**src/rtl/proc_fetch_queue.sv**
```systemverilog
// ============================================================================
//  Module   : proc_fetch_queue
//  Purpose  : Prefetching instruction-fetch queue between imem and decode,
//             with a flushing redirect for taken branches and jumps.
//  Revision : 1.0
// ============================================================================
`default_nettype none

module proc_fetch_queue #(
    parameter int          DEPTH      = 2,
    parameter logic [31:0] RESET_ADDR = 32'h0000_0200
) (
    input  logic                         clk,
    input  logic                         rst,
    output logic                         imem_val,
    input  logic                         imem_wait,
    output logic [31:0]                  imem_addr,
    input  logic [31:0]                  imem_rdata,
    output logic                         inst_val,
    input  logic                         inst_rdy,
    output logic [31:0]                  inst,
    output logic [31:0]                  inst_pc,
    input  logic                         redirect_val,
    input  logic [31:0]                  redirect_addr,
    output logic [$clog2(DEPTH+1)-1:0]   occupancy
);

    localparam int                 c_cnt_w     = $clog2(DEPTH + 1);
    localparam int                 c_ptr_w     = (DEPTH > 1) ? $clog2(DEPTH) : 1;
    localparam logic [c_cnt_w-1:0] c_depth_cnt = c_cnt_w'(DEPTH);
    localparam logic [c_ptr_w-1:0] c_last_ptr  = c_ptr_w'(DEPTH - 1);
    localparam logic [31:0]        c_reset_pc  = RESET_ADDR & ~32'h3;

    generate
        if (DEPTH < 1 || DEPTH > 16) begin : g_depth_check
            $error("proc_fetch_queue: DEPTH must be in 1..16");
        end
    endgenerate

    logic [31:0]        r_fetch_pc;
    logic [c_cnt_w-1:0] r_count;
    logic [c_ptr_w-1:0] r_head;
    logic [c_ptr_w-1:0] r_tail;
    logic [31:0]        r_mem_pc   [DEPTH];
    logic [31:0]        r_mem_inst [DEPTH];

    logic w_push;
    logic w_pop;

    // Request depends only on registered occupancy and redirect, so decode
    // back-pressure never reaches the memory request path combinationally.
    assign imem_val  = !rst && (r_count < c_depth_cnt) && !redirect_val;
    assign imem_addr = r_fetch_pc;
    assign w_push    = imem_val && !imem_wait;

    assign inst_val  = (r_count != '0);
    assign w_pop     = inst_val && inst_rdy;
    assign inst      = inst_val ? r_mem_inst[r_head] : 32'h0;
    assign inst_pc   = inst_val ? r_mem_pc[r_head]   : 32'h0;
    assign occupancy = r_count;

    always_ff @(posedge clk or posedge rst) begin
        if (rst) begin
            r_fetch_pc <= c_reset_pc;
            r_count    <= '0;
            r_head     <= '0;
            r_tail     <= '0;
        end else if (redirect_val) begin
            // Flush wins over everything; a concurrent pop is simply absorbed.
            r_fetch_pc <= redirect_addr & ~32'h3;
            r_count    <= '0;
            r_head     <= '0;
            r_tail     <= '0;
        end else begin
            if (w_push) begin
                r_fetch_pc <= r_fetch_pc + 32'd4;
                r_tail     <= (r_tail == c_last_ptr) ? '0 : r_tail + 1'b1;
            end
            if (w_pop) begin
                r_head <= (r_head == c_last_ptr) ? '0 : r_head + 1'b1;
            end
            case ({w_push, w_pop})
                2'b10:   r_count <= r_count + 1'b1;
                2'b01:   r_count <= r_count - 1'b1;
                default: r_count <= r_count;
            endcase
        end
    end

    // Entry storage needs no reset: entries are only visible when counted.
    always_ff @(posedge clk) begin
        if (w_push && !redirect_val) begin
            r_mem_pc[r_tail]   <= r_fetch_pc;
            r_mem_inst[r_tail] <= imem_rdata;
        end
    end

endmodule

`default_nettype wire

```
**config.mk**
```make
export PLATFORM = sky130hd
export DESIGN_NAME = proc_fetch_queue
export DESIGN_NICKNAME = d
export VERILOG_FILES = /design/src/rtl/proc_fetch_queue.sv
export SDC_FILE = /design/constraint.sdc
export NUM_CORES = 1
export LEC_CHECK = 0
export CORE_MARGIN = 2
export CORE_UTILIZATION = 49
export DETAILED_ROUTE_END_ITERATION = 8
export PLACE_DENSITY = 0.8
export SYNTH_ARGS = -nofsm -noshare
export SYNTH_HDL_FRONTEND = slang
export SYNTH_SLANG_ARGS = --single-unit
```
**constraint.sdc**
```tcl
create_clock -name clk -period 6.7 [get_ports clk]
set_input_delay 0.67 -clock clk [delete_from_list [all_inputs] [get_ports clk]]
set_output_delay 0.67 -clock clk [all_outputs]
set_load 0.01 [all_outputs]
```
Word-level counts from Yosys, hierarchy flattened

Memories as Yosys holds them, arrays and structs flattened.
Index checks and enable logic that the tools add are counted.

RAM bits: 128
Bits in registers: 36
Memories kept: 2
Word-level logic and storage cells: 40
Bits of input ports: 69
Output and inout bits: 100

Memory list:

| memory     | depth | width | read ports | clocked after Yosys merged registers in | wr ports | RTL line | RTL |
|---|---|---|---|---|---|---|---|
| r_mem_inst | 2     | 32    | 1          | 0                                       | 1        | 45       | `logic [31:0] r_mem_inst [DEPTH];` |
| r_mem_pc   | 2     | 32    | 1          | 0                                       | 1        | 44       | `logic [31:0] r_mem_pc [DEPTH];` |

Equality and inequality tests: 2
Multiplexer cells: 14
Order comparisons: 1
Add/subtract/negate cells: 5
Reductions and logical operators: 12

Operators with widths:

| operator                                          | count |
|---|---|
| 2-to-1 mux 32 bit                                 | 4 |
| adder 32 x 3 -> 32 bit (second input constant)    | 1 |
| 2-to-1 mux 1 bit                                  | 8 |
| nonzero test 2 bit                                | 3 |
| logical AND 1 bit                                 | 5 |
| case mux 2 bit (2 select lines)                   | 1 |
| zero test 1 bit                                   | 3 |
| nonzero test 3 bit                                | 1 |
| adder 1 bit (second input constant)               | 2 |
| adder 2 x 1 -> 2 bit (second input constant)      | 1 |
| == test 2 x 1 -> 1 bit (second input constant)    | 1 |
| == test 2 bit (second input constant)             | 1 |
| < comparator 2 bit (second input constant)        | 1 |
| 2-to-1 mux 2 bit                                  | 1 |
| subtractor 2 x 1 -> 2 bit (second input constant) | 1 |

Logic depth before layout (Yosys ltp)

Depth after elaboration: 7
Depth in mapped cells: 7
Depth with buffers taken out: 5

Worst setup path after synthesis

Ideal clock, no wire load.

Kind: input port to flip-flop
Start point: input port rst
End point: memory r_mem_inst[0][0], enable pin
Buffers on the path: 1
Setup time: 0.559 ns
Stages on the path: 3
Arrival time: 5.456 ns
Data required time: 6.141 ns
Slack: 0.685 ns
Path through: or3_4 > clkbuf_1 > nor3_1

Word-level cells in the longest chain between the ends: 7

RTL lines:

| item                                   | RTL line | RTL |
|---|---|---|
| start, declared                        | 14       | `input logic rst,` |
| zero test 1 bit (no source line)       | --       |  |
| logical AND 1 bit (2 in a row)         | 52       | `assign imem_val = !rst && (r_count < c_depth_cnt) && !redirect_val;` |
| logical AND 1 bit                      | 54       | `assign w_push = imem_val && !imem_wait;` |
| logical AND 1 bit                      | 92       | `if (w_push && !redirect_val) begin` |
| 2-to-1 mux 1 bit                       | 92       |  |
| 2-to-1 mux 1 bit (implied by the code) | 94       | `r_mem_inst[r_tail] <= imem_rdata;` |
| end, declared                          | 45       |  |

No other way between the ends.

Final worst setup path

Start point: input port redirect_val
End point: memory r_mem_inst[1][10], enable pin

Word-level cells in the longest chain between the ends: 6

RTL lines:

| item                                     | RTL line | RTL |
|---|---|---|
| start, declared                          | 23       | `input logic redirect_val,` |
| zero test 1 bit *                        | 52, 92   |  |
| logical AND 1 bit                        | 52       |  |
| logical AND 1 bit                        | 54       |  |
| logical AND 1 bit *                      | 92       |  |
| 2-to-1 mux 1 bit *                       | 92       |  |
| 2-to-1 mux 1 bit (implied by the code) * | 94       |  |

Mark *: on every way between the ends. The rest lies on a longest branch, timed or not.

==> run summary <==
The setup fix buffers added after clock tree synthesis was 0; the power density normalized to cell area was 258 nW/um2. The clock insertion delay at the later pin of the skew report is 0.42 ns. The total number of H-tree levels is 4, and the global-route wire length before repair is 23.0 mm. At the end of routability-driven placement, the weighted congestion stood at 0.805. Cells fill 68.1% of the core in the end. Count of filler cells inserted in the layout: 963. By instance count, the cell type seen most on the critical path is sky130_fd_sc_hd__buf_4. Per-instance average area after synthesis: 13.4 um2.

The register area is 4580 um2, and the net count of the finished layout is 728. At the worst endpoint, the arrival time is 3.41 ns. The max-slew violation count came out at 0. The tools report the number of inserted diodes as 0. TritonCTS built the clock tree. The clock input transition at the sequential cells of the worst setup and hold paths was 0.06 ns; the largest driver fanout on the critical path was 42. For this run, the number of Yosys warnings is 0. In this run the worst setup path begins at redirect_val.

For the final database, setup skew stands at 0.00742 ns. The worst hold path begins at imem_addr[26]. In the synthesized netlist, the number of instances is 497.

Counting instances, the worst hold path has a depth of 0. X dimension of the die: 120 um. The transition time at the pin with the least slew margin was 1.12 ns; the ratio of routed vias to standard cells was 5.45. Post-route DRC violation count: 0. The run gives 4.00 ns as the setup slack of the worst register-to-register path. The beginning of the worst register-to-register path was occupancy[1]. The logs give 6.80 ns for the critical path required time and 5 for the number of optimization iterations in the first detailed-route pass. Entering global routing, the biggest net connects 64 pins. The fraction of final layout cells sized beyond drive strength 1 is 6.41%. sky130_fd_sc_hd__edfxtp_1 takes more of the synthesized area than any other cell.

The path class of the tightest hold or removal check is reg2reg. Global routing used 20.6% of the available tracks across all layers. The clock net sink count is 158, and the total clock buffers created by CTS is 17. The number of placement rows is 42.

Setup violations remaining at the end of the flow were counted as 0. For this design, the slowest cell found on the critical path is sky130_fd_sc_hd__clkinv_1. Summed over all failing endpoints, the final setup total negative slack is 0 ns. Headroom to the max-slew limit came out at 25.4%. The worst path in the final design needs a cycle of 3.31 ns, including I/O delays and setup. Area of the core: 13200 um2.

The run finished with clean final reports. The signal on the critical path passes through clkdlybuf4s50_1 > buf_4 > clkinv_1 > and3_2 > buf_4. For this configuration, the core starts out at a cell density of 50.2%. The detail route stage leaves a number of antenna-violating nets equal to 0. In the finished design, the share of the clock period the worst path needs comes to 49.4%. The area growth from synthesis to final layout is 35.7%, and the count of port buffers added during placement is 162. The run gives 0 as the number of hold-slack violations in the final timing report. The worst register-to-register path ends at imem_addr[27]. The timing-limited maximum frequency was 0.302 GHz; the number of synthesized register bits was 158. Via count of the first global-routing pass: 4485. After global routing the overflow that remains totals 0.

For the total routed wirelength, the log shows 14.5 mm. For this run, the leading register cell type out of synthesis is sky130_fd_sc_hd__edfxtp_1. For the placed wire-length estimate after detailed placement, the log shows 9.53 mm. The number of max-capacitance violations reported was 0; the number of enable-type register cells in the synthesized netlist was 124. The floorplan step defined a die boundary enclosing 14500 um2. The cell area that synthesis handed to floorplanning was 6640 um2.

Setup repair after global routing left no endpoint under its margin. STA classifies the critical path startpoint as an input port. The number of distinct library cells after synthesis came out at 37. Critical setup path kind: in2reg.

The share of the Yosys chip area taken by registers is 68.9%. The proportion of synthesized flip-flops having asynchronous set or reset is 21.5%. In this run the count of I/O pins placed on the die edge is 169. For this run, the slowest stage of the critical path takes 0.83 ns. The worst ir drop on vdd is 152 uV. The total of cells resized after clock tree synthesis is 0, and the initial detailed-routing violation count is 413. The cell sitting at the root of the clock tree is a sky130_fd_sc_hd__clkbuf_16.

The worst setup path is captured at a register. Yosys attributes the largest share of cell area to sky130_fd_sc_hd__edfxtp_1 56%, sky130_fd_sc_hd__dfrtp_1 12%, sky130_fd_sc_hd__mux2i_1 9.6%. Via count of the routed design: 4616. Summed over all cells, the static leakage comes to 3.01 nW. The path with the worst hold slack has its endpoint at r_mem_pc[0][26]. The die outline height is 120 um, and the number of cells traversed by the worst register-to-register path is 4. The top cell type by area accounts for 56.0% of the synthesized area. The multi-input combinational cells in the finished layout cover a total of 1930 um2. Buffers inserted to repair hold after CTS numbered 0. The deepest clock path buffer count was 2; the routed wirelength normalized by instance count was 17.2 um. Initial antenna violation count: 0.
## state kept, by name, indices dropped and copies added, names as in the netlist
name and cells:
imem_addr 30, r_tail 1, r_mem_inst 64, r_mem_pc 60, occupancy 2, r_head 1
## routing by layer
layer | global-route usage (%) | up-vias | share of wire [%]
met3 | 4.81 | 18 | 5.8
li1 | - | 2175 | -
met4 | 7.34 | 0 | 1.5
met5 | 0 | - | 0
met1 | 27.6 | 2265 | 43
met2 | 33.0 | 158 | 49
## power breakdown
part           total (mW)  switching, mW  internal [mW]
Clock               0.932          0.373          0.559
Sequential           1.16         0.0528           1.10
Combinational       0.240          0.105          0.135
Total                2.33          0.531           1.80
## per-stage QoR
| step | total power [mW] | hold WS [ns] | std cells | worst slack, ns | cell area, um2 |
|---|---|---|---|---|---|
| after global placement | 1.41 | 0.535 | 815 | 3.08 | 8430 |
| final | 2.33 | 0.567 | 847 | 3.39 | 9010 |
| after CTS | 2.35 | 0.567 | 847 | 3.43 | 9010 |
| after detailed placement | 1.42 | 0.548 | 815 | 3.01 | 8430 |
| after floorplan | 1.27 | 0.525 | 500 | 0.685 | 6660 |
| after global routing | 2.41 | 0.579 | 847 | 3.23 | 9010 |
## cell type report
type	count	share of cell area, %
Sequential cell	158	50.8
Multi-Input combinational cell	304	21.4
Timing Repair Buffer	169	18.6
Clock buffer	19	4.91
Tap cell	176	2.44
Clock inverter	13	1.57
Inverter	8	0.333
## Yosys cell counts, types with 3 or more instances
cell / number
sky130_fd_sc_hd__edfxtp_1: 124
sky130_fd_sc_hd__nor2_1: 84
sky130_fd_sc_hd__mux2i_1: 64
sky130_fd_sc_hd__dfrtp_1: 33
sky130_fd_sc_hd__clkbuf_1: 23
sky130_fd_sc_hd__nand2_1: 23
sky130_fd_sc_hd__o21ai_0: 19
sky130_fd_sc_hd__a31oi_1: 16
sky130_fd_sc_hd__or4_1: 15
sky130_fd_sc_hd__nand3_1: 12
sky130_fd_sc_hd__nand4_1: 11
sky130_fd_sc_hd__o31ai_1: 9
sky130_fd_sc_hd__inv_1: 7
sky130_fd_sc_hd__xnor2_1: 7
sky130_fd_sc_hd__or3_1: 6
sky130_fd_sc_hd__xor2_1: 6
sky130_fd_sc_hd__nor3_1: 5
sky130_fd_sc_hd__and3_1: 4
sky130_fd_sc_hd__and4_1: 4
sky130_fd_sc_hd__buf_4: 4
sky130_fd_sc_hd__nor4_1: 3
## how the worst max path moves through the flow
stage	to	depth (start not counted)
after floorplan	r_mem_inst[0][0]	3
after global placement	r_mem_inst[1][19]	5
after detailed placement	r_mem_inst[1][11]	5
after CTS	r_mem_inst[1][10]	5
after global routing	r_mem_inst[1][17]	5
final	r_mem_inst[1][10]	5
## logic make-up (layout without fill, tap and decap cells)
kind of cell / after synthesis / after routing / share of synthesized area [%]
fa+ha+maj: 1 / 1 / 0.188
flops: 158 / 158 / 68.9
other cells: 1 / 4 / 0.0564
xor+xnor: 13 / 13 / 1.71
simple gates: 173 / 173 / 12.5
buf+inv: 38 / 209 / 2.50
compound gates: 49 / 49 / 4.54
mux: 64 / 64 / 9.64
## placed cells by master (no fill, tap or decap), drive strengths merged, types with 3 or more instances in the layout
| cell | instances |
|---|---|
| clkdlybuf4s50 | 162 |
| edfxtp | 124 |
| nor2 | 84 |
| mux2i | 64 |
| dfrtp | 33 |
| nand2 | 23 |
| o21ai | 19 |
| clkbuf | 19 |
| a31oi | 16 |
| or4 | 15 |
| nand3 | 12 |
| nand4 | 11 |
| o31ai | 9 |
| clkinv | 9 |
| inv | 8 |
| xnor2 | 7 |
| buf | 7 |
| or3 | 7 |
| xor2 | 6 |
| nor3 | 5 |
| and4 | 4 |
| conb | 4 |
| and3 | 4 |
| nor4 | 3 |
## worst max-delay path: cells and delay by family
family,cells,cell delay (ns)
buffers and inverters,4,1.98
and+or+nand+nor,1,0.73
Note: power is estimated with default switching activity, not from simulation.
